### src/rtl/pkg_instr_dec.sv
// rtl/pkg_instr_dec.sv - instruction group IDs, field decode types and pair-index helpers
//
// Shared by the fetch decoder and its head-word field extractor.
//   instr_group        : 3-bit group encoding (0 = unknown, 1..5 = groups)
//   fetch_dec_state_t  : sequential decoder state (head word / extension words)
//   decoded_instr_t    : fully decoded head word, also the output register layout
//   ig2_*/ig5_*        : report whether an index names a register pair

package pkg_instr_dec;

    typedef enum logic [2:0] {
        GRP_UNKNOWN = 3'd0,
        GRP_1       = 3'd1,
        GRP_2       = 3'd2,
        GRP_3       = 3'd3,
        GRP_4       = 3'd4,
        GRP_5       = 3'd5
    } instr_group;

    // Group identification prefixes, compared against the top bits of a head word.
    localparam logic       G1_ID = 1'b0;
    localparam logic [1:0] G2_ID = 2'b10;
    localparam logic [3:0] G3_ID = 4'b1100;
    localparam logic [3:0] G4_ID = 4'b1101;
    localparam logic [5:0] G5_ID = 6'b111000;

    typedef enum logic {
        FD_HEAD = 1'b0,
        FD_EXT  = 1'b1
    } fetch_dec_state_t;

    typedef struct packed {
        instr_group  grp;
        logic [5:0]  opcode;
        logic [3:0]  ra;
        logic [3:0]  rb;
        logic [3:0]  rc;
        logic [7:0]  imm8;
        logic        ra_pair;
        logic        rb_pair;
        logic        illegal;
    } decoded_instr_t;

    // Group-2 opcodes 48..63 operate on a register pair in ra.
    function automatic logic ig2_get_ra_index_is_for_pair(input logic [5:0] op);
        return (op[5:4] == 2'b11);
    endfunction

    // Group-2 opcodes 56..63 additionally use a pair in rb.
    function automatic logic ig2_get_rb_index_is_for_pair(input logic [5:0] op);
        return (op[5:3] == 3'b111);
    endfunction

    // Group-5 opcodes 2,3,6,7 target a register pair in ra.
    function automatic logic ig5_get_ra_index_is_for_pair(input logic [2:0] op);
        return op[1];
    endfunction

endpackage

### src/rtl/instr_head_field_extract.sv
// rtl/instr_head_field_extract.sv - combinational group classification and field split of a head word
//
// Ports:
//   word   in   16-bit head word
//   fields out  decoded_instr_t; unused fields are zero, illegal=1 when no group matches

module instr_head_field_extract
    import pkg_instr_dec::*;
(
    input  logic [15:0]    word,
    output decoded_instr_t fields
);

    always_comb begin
        fields = '0;
        if (word[15] == G1_ID) begin
            fields.grp    = GRP_1;
            fields.opcode = {3'b000, word[14:12]};
            fields.ra     = word[11:8];
            fields.imm8   = word[7:0];
        end else if (word[15:14] == G2_ID) begin
            fields.grp     = GRP_2;
            fields.opcode  = word[13:8];
            fields.ra_pair = ig2_get_ra_index_is_for_pair(word[13:8]);
            fields.rb_pair = ig2_get_rb_index_is_for_pair(word[13:8]);
            // Pair operands are addressed by pair number, i.e. index / 2.
            fields.ra      = fields.ra_pair ? {1'b0, word[7:5]} : word[7:4];
            fields.rb      = fields.rb_pair ? {1'b0, word[3:1]} : word[3:0];
        end else if (word[15:12] == G3_ID) begin
            fields.grp    = GRP_3;
            fields.opcode = {4'b0000, word[11:10]};
            fields.ra     = word[9:6];
            fields.rb     = {1'b0, word[5:3]};
            fields.rc     = {1'b0, word[2:0]};
        end else if (word[15:12] == G4_ID) begin
            fields.grp    = GRP_4;
            fields.opcode = {2'b00, word[11:8]};
            fields.imm8   = word[7:0];
        end else if (word[15:10] == G5_ID) begin
            fields.grp     = GRP_5;
            fields.opcode  = {3'b000, word[9:7]};
            fields.ra_pair = ig5_get_ra_index_is_for_pair(word[9:7]);
            fields.ra      = fields.ra_pair ? {1'b0, word[6:4]} : word[6:3];
            fields.rb      = {1'b0, word[2:0]};
        end else begin
            fields.illegal = 1'b1;
        end
    end

endmodule

### src/rtl/instr_fetch_decoder.sv
// rtl/instr_fetch_decoder.sv - sequential instruction decoder with group-5 extension word collection
//
// Ports:
//   clk, reset            clock, synchronous active-high reset
//   flush                 discard partial/held instruction
//   in_valid/in_ready     word input handshake, in_word = head or extension word
//   out_valid/out_ready   decoded packet handshake
//   out_group..out_illegal registered decoded packet fields

module instr_fetch_decoder
    import pkg_instr_dec::*;
#(
    parameter int WORD_W       = 16,
    parameter int REG_IDX_W    = 4,
    parameter int G5_EXT_WORDS = 1,
    parameter int IMM_W        = 16 * G5_EXT_WORDS
) (
    input  logic                 clk,
    input  logic                 reset,
    input  logic                 flush,
    input  logic                 in_valid,
    output logic                 in_ready,
    input  logic [WORD_W-1:0]    in_word,
    output logic                 out_valid,
    input  logic                 out_ready,
    output logic [2:0]           out_group,
    output logic [5:0]           out_opcode,
    output logic [REG_IDX_W-1:0] out_ra,
    output logic [REG_IDX_W-1:0] out_rb,
    output logic [REG_IDX_W-1:0] out_rc,
    output logic [IMM_W-1:0]     out_imm,
    output logic                 out_ra_pair,
    output logic                 out_rb_pair,
    output logic                 out_illegal
);

    if (WORD_W != 16) begin : g_bad_word_w
        $error("instr_fetch_decoder: WORD_W must be 16");
    end
    if (G5_EXT_WORDS < 1 || G5_EXT_WORDS > 2) begin : g_bad_ext
        $error("instr_fetch_decoder: G5_EXT_WORDS must be 1 or 2");
    end
    if (IMM_W != 16 * G5_EXT_WORDS) begin : g_bad_imm_w
        $error("instr_fetch_decoder: IMM_W is derived and must not be overridden");
    end

    localparam logic EXT_LAST = 1'(G5_EXT_WORDS - 1);

    fetch_dec_state_t state_q, state_d;
    logic             ext_cnt_q, ext_cnt_d;
    decoded_instr_t   head_q, head_d;
    logic [IMM_W-1:0] acc_q, acc_d;
    logic             out_valid_q, out_valid_d;
    decoded_instr_t   out_fields_q, out_fields_d;
    logic [IMM_W-1:0] out_ext_q, out_ext_d;

    decoded_instr_t   head_dec;
    logic             accept;
    logic [IMM_W-1:0] acc_shift;

    instr_head_field_extract u_extract (
        .word   (in_word[15:0]),
        .fields (head_dec)
    );

    always_comb begin
        in_ready  = !reset && !flush && (!out_valid_q || out_ready);
        accept    = in_valid && in_ready;
        // Earlier extension words end up in the upper bits.
        acc_shift = IMM_W'({acc_q, in_word[15:0]});

        state_d      = state_q;
        ext_cnt_d    = ext_cnt_q;
        head_d       = head_q;
        acc_d        = acc_q;
        out_valid_d  = out_valid_q;
        out_fields_d = out_fields_q;
        out_ext_d    = out_ext_q;

        if (out_valid_q && out_ready) begin
            out_valid_d = 1'b0;
        end

        if (accept) begin
            if (state_q == FD_HEAD) begin
                if (head_dec.grp == GRP_5) begin
                    // Held packet may keep draining while extensions are collected.
                    head_d    = head_dec;
                    acc_d     = '0;
                    ext_cnt_d = 1'b0;
                    state_d   = FD_EXT;
                end else begin
                    out_fields_d = head_dec;
                    out_valid_d  = 1'b1;
                end
            end else begin
                acc_d     = acc_shift;
                ext_cnt_d = ext_cnt_q + 1'b1;
                if (ext_cnt_q == EXT_LAST) begin
                    out_fields_d = head_q;
                    out_ext_d    = acc_shift;
                    out_valid_d  = 1'b1;
                    ext_cnt_d    = 1'b0;
                    state_d      = FD_HEAD;
                end
            end
        end

        if (flush) begin
            out_valid_d = 1'b0;
            state_d     = FD_HEAD;
            ext_cnt_d   = 1'b0;
        end
    end

    always_ff @(posedge clk) begin
        if (reset) begin
            state_q      <= FD_HEAD;
            ext_cnt_q    <= 1'b0;
            head_q       <= '0;
            acc_q        <= '0;
            out_valid_q  <= 1'b0;
            out_fields_q <= '0;
            out_ext_q    <= '0;
        end else begin
            state_q      <= state_d;
            ext_cnt_q    <= ext_cnt_d;
            head_q       <= head_d;
            acc_q        <= acc_d;
            out_valid_q  <= out_valid_d;
            out_fields_q <= out_fields_d;
            out_ext_q    <= out_ext_d;
        end
    end

    assign out_valid   = out_valid_q;
    assign out_group   = out_fields_q.grp;
    assign out_opcode  = out_fields_q.opcode;
    assign out_ra      = REG_IDX_W'(out_fields_q.ra);
    assign out_rb      = REG_IDX_W'(out_fields_q.rb);
    assign out_rc      = REG_IDX_W'(out_fields_q.rc);
    // Group 5 carries the collected extension words; every other group its 8-bit field (0 if none).
    assign out_imm     = (out_fields_q.grp == GRP_5) ? out_ext_q : IMM_W'(out_fields_q.imm8);
    assign out_ra_pair = out_fields_q.ra_pair;
    assign out_rb_pair = out_fields_q.rb_pair;
    assign out_illegal = out_fields_q.illegal;

endmodule

### config.mk
export PLATFORM = sky130hd
export DESIGN_NAME = instr_fetch_decoder
export DESIGN_NICKNAME = d
export VERILOG_FILES = /design/src/rtl/pkg_instr_dec.sv /design/src/rtl/instr_head_field_extract.sv /design/src/rtl/instr_fetch_decoder.sv
export SDC_FILE = /design/constraint.sdc
export NUM_CORES = 1
export LEC_CHECK = 0
export ABC_AREA = 1
export BUFFER_PORTS_ARGS = -buffer_cell sky130_fd_sc_hd__buf_2
export CORE_ASPECT_RATIO = 0.75
export CORE_MARGIN = 2
export CORE_UTILIZATION = 30
export DETAILED_ROUTE_END_ITERATION = 10
export GPL_ROUTABILITY_DRIVEN = 0
export HOLD_SLACK_MARGIN = 0.1
export PLACE_DENSITY_LB_ADDON = 0.1
export SYNTH_ARGS = -nofsm -noshare
export SYNTH_HDL_FRONTEND = slang
export SYNTH_SLANG_ARGS = --single-unit
export TNS_END_PERCENT = 1
### constraint.sdc
create_clock -name clk -period 1.3 [get_ports clk]
set_clock_uncertainty 0.05 [all_clocks]
set_input_delay 0.13 -clock clk [delete_from_list [all_inputs] [get_ports clk]]
set_output_delay 0.13 -clock clk [all_outputs]
set_load 0.1 [all_outputs]
==> impl_metrics.csv, run 1 <==
group,metric,value,unit
outcome,status,"finished, violations left",
outcome,violations,"negative setup slack",
global_route,grt-ovfl-total,0,
layout,utilization,45.1,%
drt,dr.pass1.iters,5,
power_and_ir_drop,p_int,4.78,mW
sta,timing.final.ws_setup,-0.422,ns
logic_synthesis,syn_inst,526,
floorplan,die_w,133,um
global_route,grt.total_usage,17.6,%
layout,regArea,1610,um2
floorplan,rows,35,
drt,num_vias,3668,
sta,period_share,132,%
logic_synthesis,synth_cell_types,29,
drt,drt_wl_total,11.2,mm
power_and_ir_drop,sw_frac_of_total,27.4,%
logic_synthesis,ys_ff_latch,80,
floorplan,pin_count,63,
layout,drive_gt1_share,29.6,%
drt,postRouteAntennaNets,0,
critical_path,cp_data_required_time,1.12,ns
sta,report.final.slew_viol_count,0,
critical_path,cp_max_fo,9,
logic_synthesis,syn_avg_cell_area,7.17,um2
logic_synthesis,synth_fp_nets,547,
drt,drc,0,
logic_synthesis,yosysSeqAreaShare,42.5,%
critical_path,cpPeakStageDelay,0.36,ns
clock_tree,cts_sinks,80,
clock_tree,clock_latency,0.34,ns
critical_path,path_common_cell,"buf_12",
critical_path,reg2reg_slack,-0.05,ns
layout,layout_common_cells,"77 x dfxtp_1, 59 x nand2_1, 52 x inv_1",
floorplan,dieHeight,101,um
logic_synthesis,ys_warn_count,0,
power_and_ir_drop,seq_power_share,38.4,%
layout,multiInputGateArea,1780,um2
sta,fin_tns_setup,-6.56,ns
layout,area_growth,46.6,%
drt,drt-met1-wl,5.75,mm
power_and_ir_drop,p_total,6.59,mW
critical_path,path_class,"flop to primary output",
power_and_ir_drop,cellPowerDensity,1190,nW/um2
logic_synthesis,syn_area,3770,um2
clock_tree,cts_max_level,3,
layout,final_nets,630,
place,dpl.hpwl,8.40,mm
global_route,grt_pass1_wl,18.6,mm
sta,rsz0062_at_grt,"yes",
critical_path,startpoint_type,"flop",
place,portBuffers,61,
hold_path,hp-class,"primary input to flop",
clock_tree,cts_setup_buffers,0,
global_route,antenna_found_initial,0,
drt,wl_met2,4.72,mm
power_and_ir_drop,p_sw,1.81,mW
power_and_ir_drop,irDropWorstVdd,0.726,mV
sta,setup_viol,24,
job,cap_violations,0,
clock_tree,clk_pin_slew,0.06,ns
layout,layout_commonest_cell,"dfxtp_1",
drt,top_layer_used,"met4",
layout,final.fill_count,1218,
clock_tree,clk_path_buf_depth,2,
drt,drtIter0Drc,267,
sta,max_freq,0.581,GHz
power_and_ir_drop,power.clock.fraction,45.0,%
floorplan,start_util,30.8,%
sta,period_needed,1.72,ns
global_route,grt_max_degree,34,
floorplan,core_area,12300,um2
clock_tree,root_buffer,"clkbuf_16",
floorplan,dieArea,13500,um2
critical_path,worst_ep_arrival_time,1.54,ns
layout,antenna_cells,0,
critical_path,r2r_cells,8,
drt,met3_length,502,um
critical_path,slowest_stage,"mux2_2",
drt,vias_per_cell,4.70,
sta,hold_violations,0,
hold_path,hold-path-cell-count,3,
drt,wl_per_cell,14.4,um
critical_path,critPathCaptureType,"primary output",
clock_tree,cts_buffers,9,
global_route,grt_pass1_vias,3640,
critical_path,cp_cell_sequence,"inv_2 -> nor2_1 -> nand2_1 -> buf_12 -> mux2_2 -> buf_12",
clock_tree,cts_tree,"yes",
power_and_ir_drop,p_comb_share,16.6,%
power_and_ir_drop,total_leakage_power,2.35,nW
-- per-layer routing --
| metal | up-vias | GRT usage, % |
|---|---|---|
| met2 | 88 | 27.5 |
| met5 | - | 0 |
| li1 | 1881 | - |
| met4 | 0 | 7.45 |
| met3 | 22 | 4.07 |
| met1 | 1677 | 23.7 |
-- critical path, delay by kind of cell (launching register included) --
kind	cells	cell delay [ns]
buffers and inverters	3	0.37
muxes	1	0.36
DFF	1	0.32
and+or+nand+nor	2	0.13
-- power groups by stage --
stage	sequential (mW)	clock [mW]	combinational [mW]
finish	2.53	2.97	1.09
global route	2.54	3.12	1.16
CTS	2.53	3.03	1.08
detailed placement	2.59	0	1.06
global placement	2.58	0	1.06
floorplan	2.61	0	0.674
-- Yosys cell counts --
cell	n	area share, %
buf_2	9	1.2
o31ai_1	1	0.20
buf_6	1	0.30
dfxtp_1	80	42
o21ai_0	69	9.2
a31oi_1	1	0.17
a21boi_0	1	0.20
inv_1	54	5.4
nand2_1	60	6.0
or2_2	3	0.50
nor2_2	2	0.33
a211oi_1	3	0.60
inv_2	4	0.40
clkinv_1	3	0.30
nor3_1	20	2.7
buf_4	21	4.2
nand3_1	33	4.4
clkbuf_1	20	2.0
nand4_1	9	1.5
o211ai_1	5	1.0
mux2_2	8	2.4
nand3_4	1	0.46
nor2_4	1	0.30
conb_1	1	0.099
nor2_1	61	6.1
a21oi_1	51	6.8
nor3_2	2	0.53
o21ai_4	1	0.43
o21ai_1	1	0.13
-- timing repair --
action | in CTS | in global routing
endpoints found under the setup margin | 97 | 105
pin swaps | 0 | 2
resized for setup | 27 | 33
hold buffers | 4 | 0
endpoints found under the hold margin | 3 | 0
-- final timing paths --
| check | startpoint | end |
|---|---|---|
| worst min-delay path | in_word[4] | out_ext_q[4] |
| worst max register to register | out_valid | out_rb[3] |
| worst max-delay path | out_group[0] | out_imm[5] |
| worst min register to register | head_q[7] | head_q[7] |
-- state kept, by name (all words and copies together) (netlist names) --
| signal | flops |
|---|---|
| out_illegal | 1 |
| out_ra | 4 |
| out_ra_pair | 1 |
| head_q | 31 |
| out_fields_q | 8 |
| out_group | 3 |
| out_opcode | 6 |
| out_rb_pair | 1 |
| out_valid | 1 |
| state_q | 1 |
| out_ext_q | 16 |
| out_rb | 4 |
| out_rc | 3 |
-- area by class of cell --
type / instances / area share, %
multi-input cells: 334 / 32.2
repair buffers: 123 / 24.4
flip-flops and latches: 80 / 29.1
clock buffers: 11 / 4.39
clock inverters: 5 / 1.88
inverters: 61 / 4.23
well taps: 166 / 3.76
-- logic make-up (layout without fill, tap and decap cells) --
| kind of cell | after synthesis | in the layout | synth area share, % |
|---|---|---|---|
| other | 1 | 1 | 0.0994 |
| and+or+nand+nor | 192 | 192 | 22.7 |
| AOI/OAI and AO/OA | 133 | 133 | 18.6 |
| DFF | 80 | 80 | 42.5 |
| muxes | 8 | 8 | 2.39 |
| buffers and inverters | 112 | 200 | 13.7 |
-- stage by stage --
step                std cells  area, um2  setup slack, ns  hold WS, ns
CTS                       780       5470           -0.451        0.101
detailed placement        760       5040           -0.218        0.377
global route              780       5530           -0.498        0.102
finish                    780       5530           -0.422       0.0946
global placement          760       5040           -0.176        0.372
floorplan                 526       3860           -0.259        0.228
No activity file was read; power rests on OpenSTA's default activity.
==> run 2, diff against run 1 <==
--- a/config.mk
+++ b/config.mk
@@ -9,7 +9,7 @@
 export BUFFER_PORTS_ARGS = -buffer_cell sky130_fd_sc_hd__buf_2
 export CORE_ASPECT_RATIO = 0.75
 export CORE_MARGIN = 2
-export CORE_UTILIZATION = 30
+export CORE_UTILIZATION = 51
 export DETAILED_ROUTE_END_ITERATION = 10
 export GPL_ROUTABILITY_DRIVEN = 0
 export HOLD_SLACK_MARGIN = 0.1
==> impl_metrics.csv, run 2 (synthesis results as in run 1) <==
group,metric,value,unit
place,placed_area,4810,um2
global_route,grt-ovfl-total,0,
drt,wl_per_cell,14.2,um
drt,num_vias,3807,
sta,rsz0062_at_grt,"yes",
place,portBuffers,61,
sta,period_needed,1.73,ns
floorplan,rows,27,
power_and_ir_drop,total_leakage_power,2.25,nW
clock_tree,clk_pin_slew,0.08,ns
sta,holdWs,0.0990,ns
power_and_ir_drop,cellPowerDensity,1010,nW/um2
critical_path,startpoint_type,"flop",
drt,postRouteAntennaNets,0,
clock_tree,root_buffer,"clkbuf_8",
sta,timing.final.ws_setup,-0.431,ns
place,dpl.hpwl,7.43,mm
critical_path,slowest_stage,"mux2_2",
job,cap_violations,0,
sta,max_freq,0.578,GHz
global_route,grt.total_usage,26.2,%
layout,layout_common_cells,"77 x dfxtp_1, 59 x nand2_1, 52 x inv_1",
drt,dr.pass1.iters,7,
clock_tree,clock_latency,0.35,ns
clock_tree,cts_tree,"yes",
layout,antenna_cells,0,
power_and_ir_drop,irDropWorstVdd,0.595,mV
critical_path,path_class,"flop to primary output",
sta,hold_violations,0,
drt,drtIter0Drc,219,
clock_tree,clk_path_buf_depth,2,
place,dp_worst_setup_slack,-0.134,ns
outcome,violations,"negative setup slack",
drt,drt_wl_total,10.1,mm
layout,largest_reg_flops,31,
sta,period_share,133,%
sta,fin_tns_setup,-6.63,ns
floorplan,pin_count,63,
layout,layout_commonest_cell,"dfxtp_1",
critical_path,reg2reg_from,"out_valid",
critical_path,worst_ep_arrival_time,1.55,ns
layout,largestRegisters,"head_q (31), out_ext_q (16), out_fields_q (8)",
layout,drive_gt1_share,29.8,%
critical_path,cp_max_fo,9,
floorplan,core_area,7260,um2
global_route,grt_pass1_vias,3439,
critical_path,crit_start,"out_group[0]",
hold_path,worstHoldStart,"in_word[9]",
layout,final_nets,630,
layout,largest_register,"head_q",
global_route,grt_max_degree,36,
critical_path,cp_cell_sequence,"inv_2 -> nor2_1 -> nand2_1 -> buf_12 -> mux2_2 -> buf_12",
sta,setup_viol,23,
sta,report.final.slew_viol_count,0,
critical_path,path_common_cell,"buf_12",
floorplan,die_w,103,um
global_route,antenna_found_initial,0,
layout,design_area,5230,um2
outcome,status,"finished, violations left",
floorplan,start_util,51.9,%
critical_path,cp_data_required_time,1.12,ns
global_route,grt_pass1_wl,16.7,mm
floorplan,dieHeight,78.5,um
drt,vias_per_cell,5.32,
drt,drc,0,
clock_tree,cts_sinks,80,
layout,area_growth,38.6,%
clock_tree,cts_max_level,3,
critical_path,critPathCaptureType,"primary output",
critical_path,cpPeakStageDelay,0.37,ns
power_and_ir_drop,p_total,5.30,mW
hold_path,hp-class,"primary input to flop",
clock_tree,cts_buffers,9,
floorplan,dieArea,8110,um2
run 2: cell count changes in the layout (fill, tap and decap cells not counted), moves of 5 or more:
cell           delta
o21ai_0           -5
dlygate4sd3_1     +5
clkbuf_8          +9
clkbuf_16         -9
buf_12            -8
o21ai_2           +7
run 2: worst max-delay path, delay by kind of cell (launching register included):
family	cells	cell delay, ns
DFF	1	0.33
and+or+nand+nor	2	0.12
buffers and inverters	3	0.37
muxes	1	0.37
run 2: path summary, 6_finish.rpt:
path / cells past startpoint / slack, ns / end
max reg2reg: 7 / -0.06 / head_q[17]
min reg2reg: 2 / 0.39 / head_q[18]
min: 3 / 0.1 / out_ext_q[9]
max: 6 / -0.43 / out_imm[4]
run 2: layer usage:
layer / routed length (um) / vias to the layer above / GRT usage [%] / share of wire [%]
met2: 4830 / 131 / 41.6 / 48
met5: 0 / - / 0 / 0
li1: - / 1876 / - / -
met4: 164 / 0 / 8.16 / 1.6
met3: 591 / 20 / 4.36 / 5.8
met1: 4550 / 1780 / 36.3 / 45
run 2: layout make-up:
class	instances	area [um2]
multi-input combinational	334	1810
sequential	80	1610
clock buffer	11	141
timing repair buffer	123	1270
clock inverter	5	40.0
inverter	61	233
tap	101	126
fill	578	2030
run 2: timing repair:
item | CTS | global route
hold endpoints to repair | 8 | 0
buffers inserted | 0 | 0
hold buffers | 9 | 0
pin swaps | 1 | 3
setup endpoints to repair | 97 | 100
resized for setup | 22 | 58
run 2: through the flow:
stage / std cells / utilization, %
2_1_floorplan: 526 / -
3_3_place_gp: 690 / 66.2
3_5_place_dp: 690 / 66.2
4_1_cts: 715 / 70.5
5_1_grt: 715 / 72.0
6_report: 715 / 72.0
run 2: power by group:
| part | internal (mW) | switching (mW) | total, mW |
|---|---|---|---|
| Clock | 0.756 | 0.929 | 1.69 |
| Combinational | 0.344 | 0.740 | 1.08 |
| Sequential | 2.50 | 0.0304 | 2.53 |
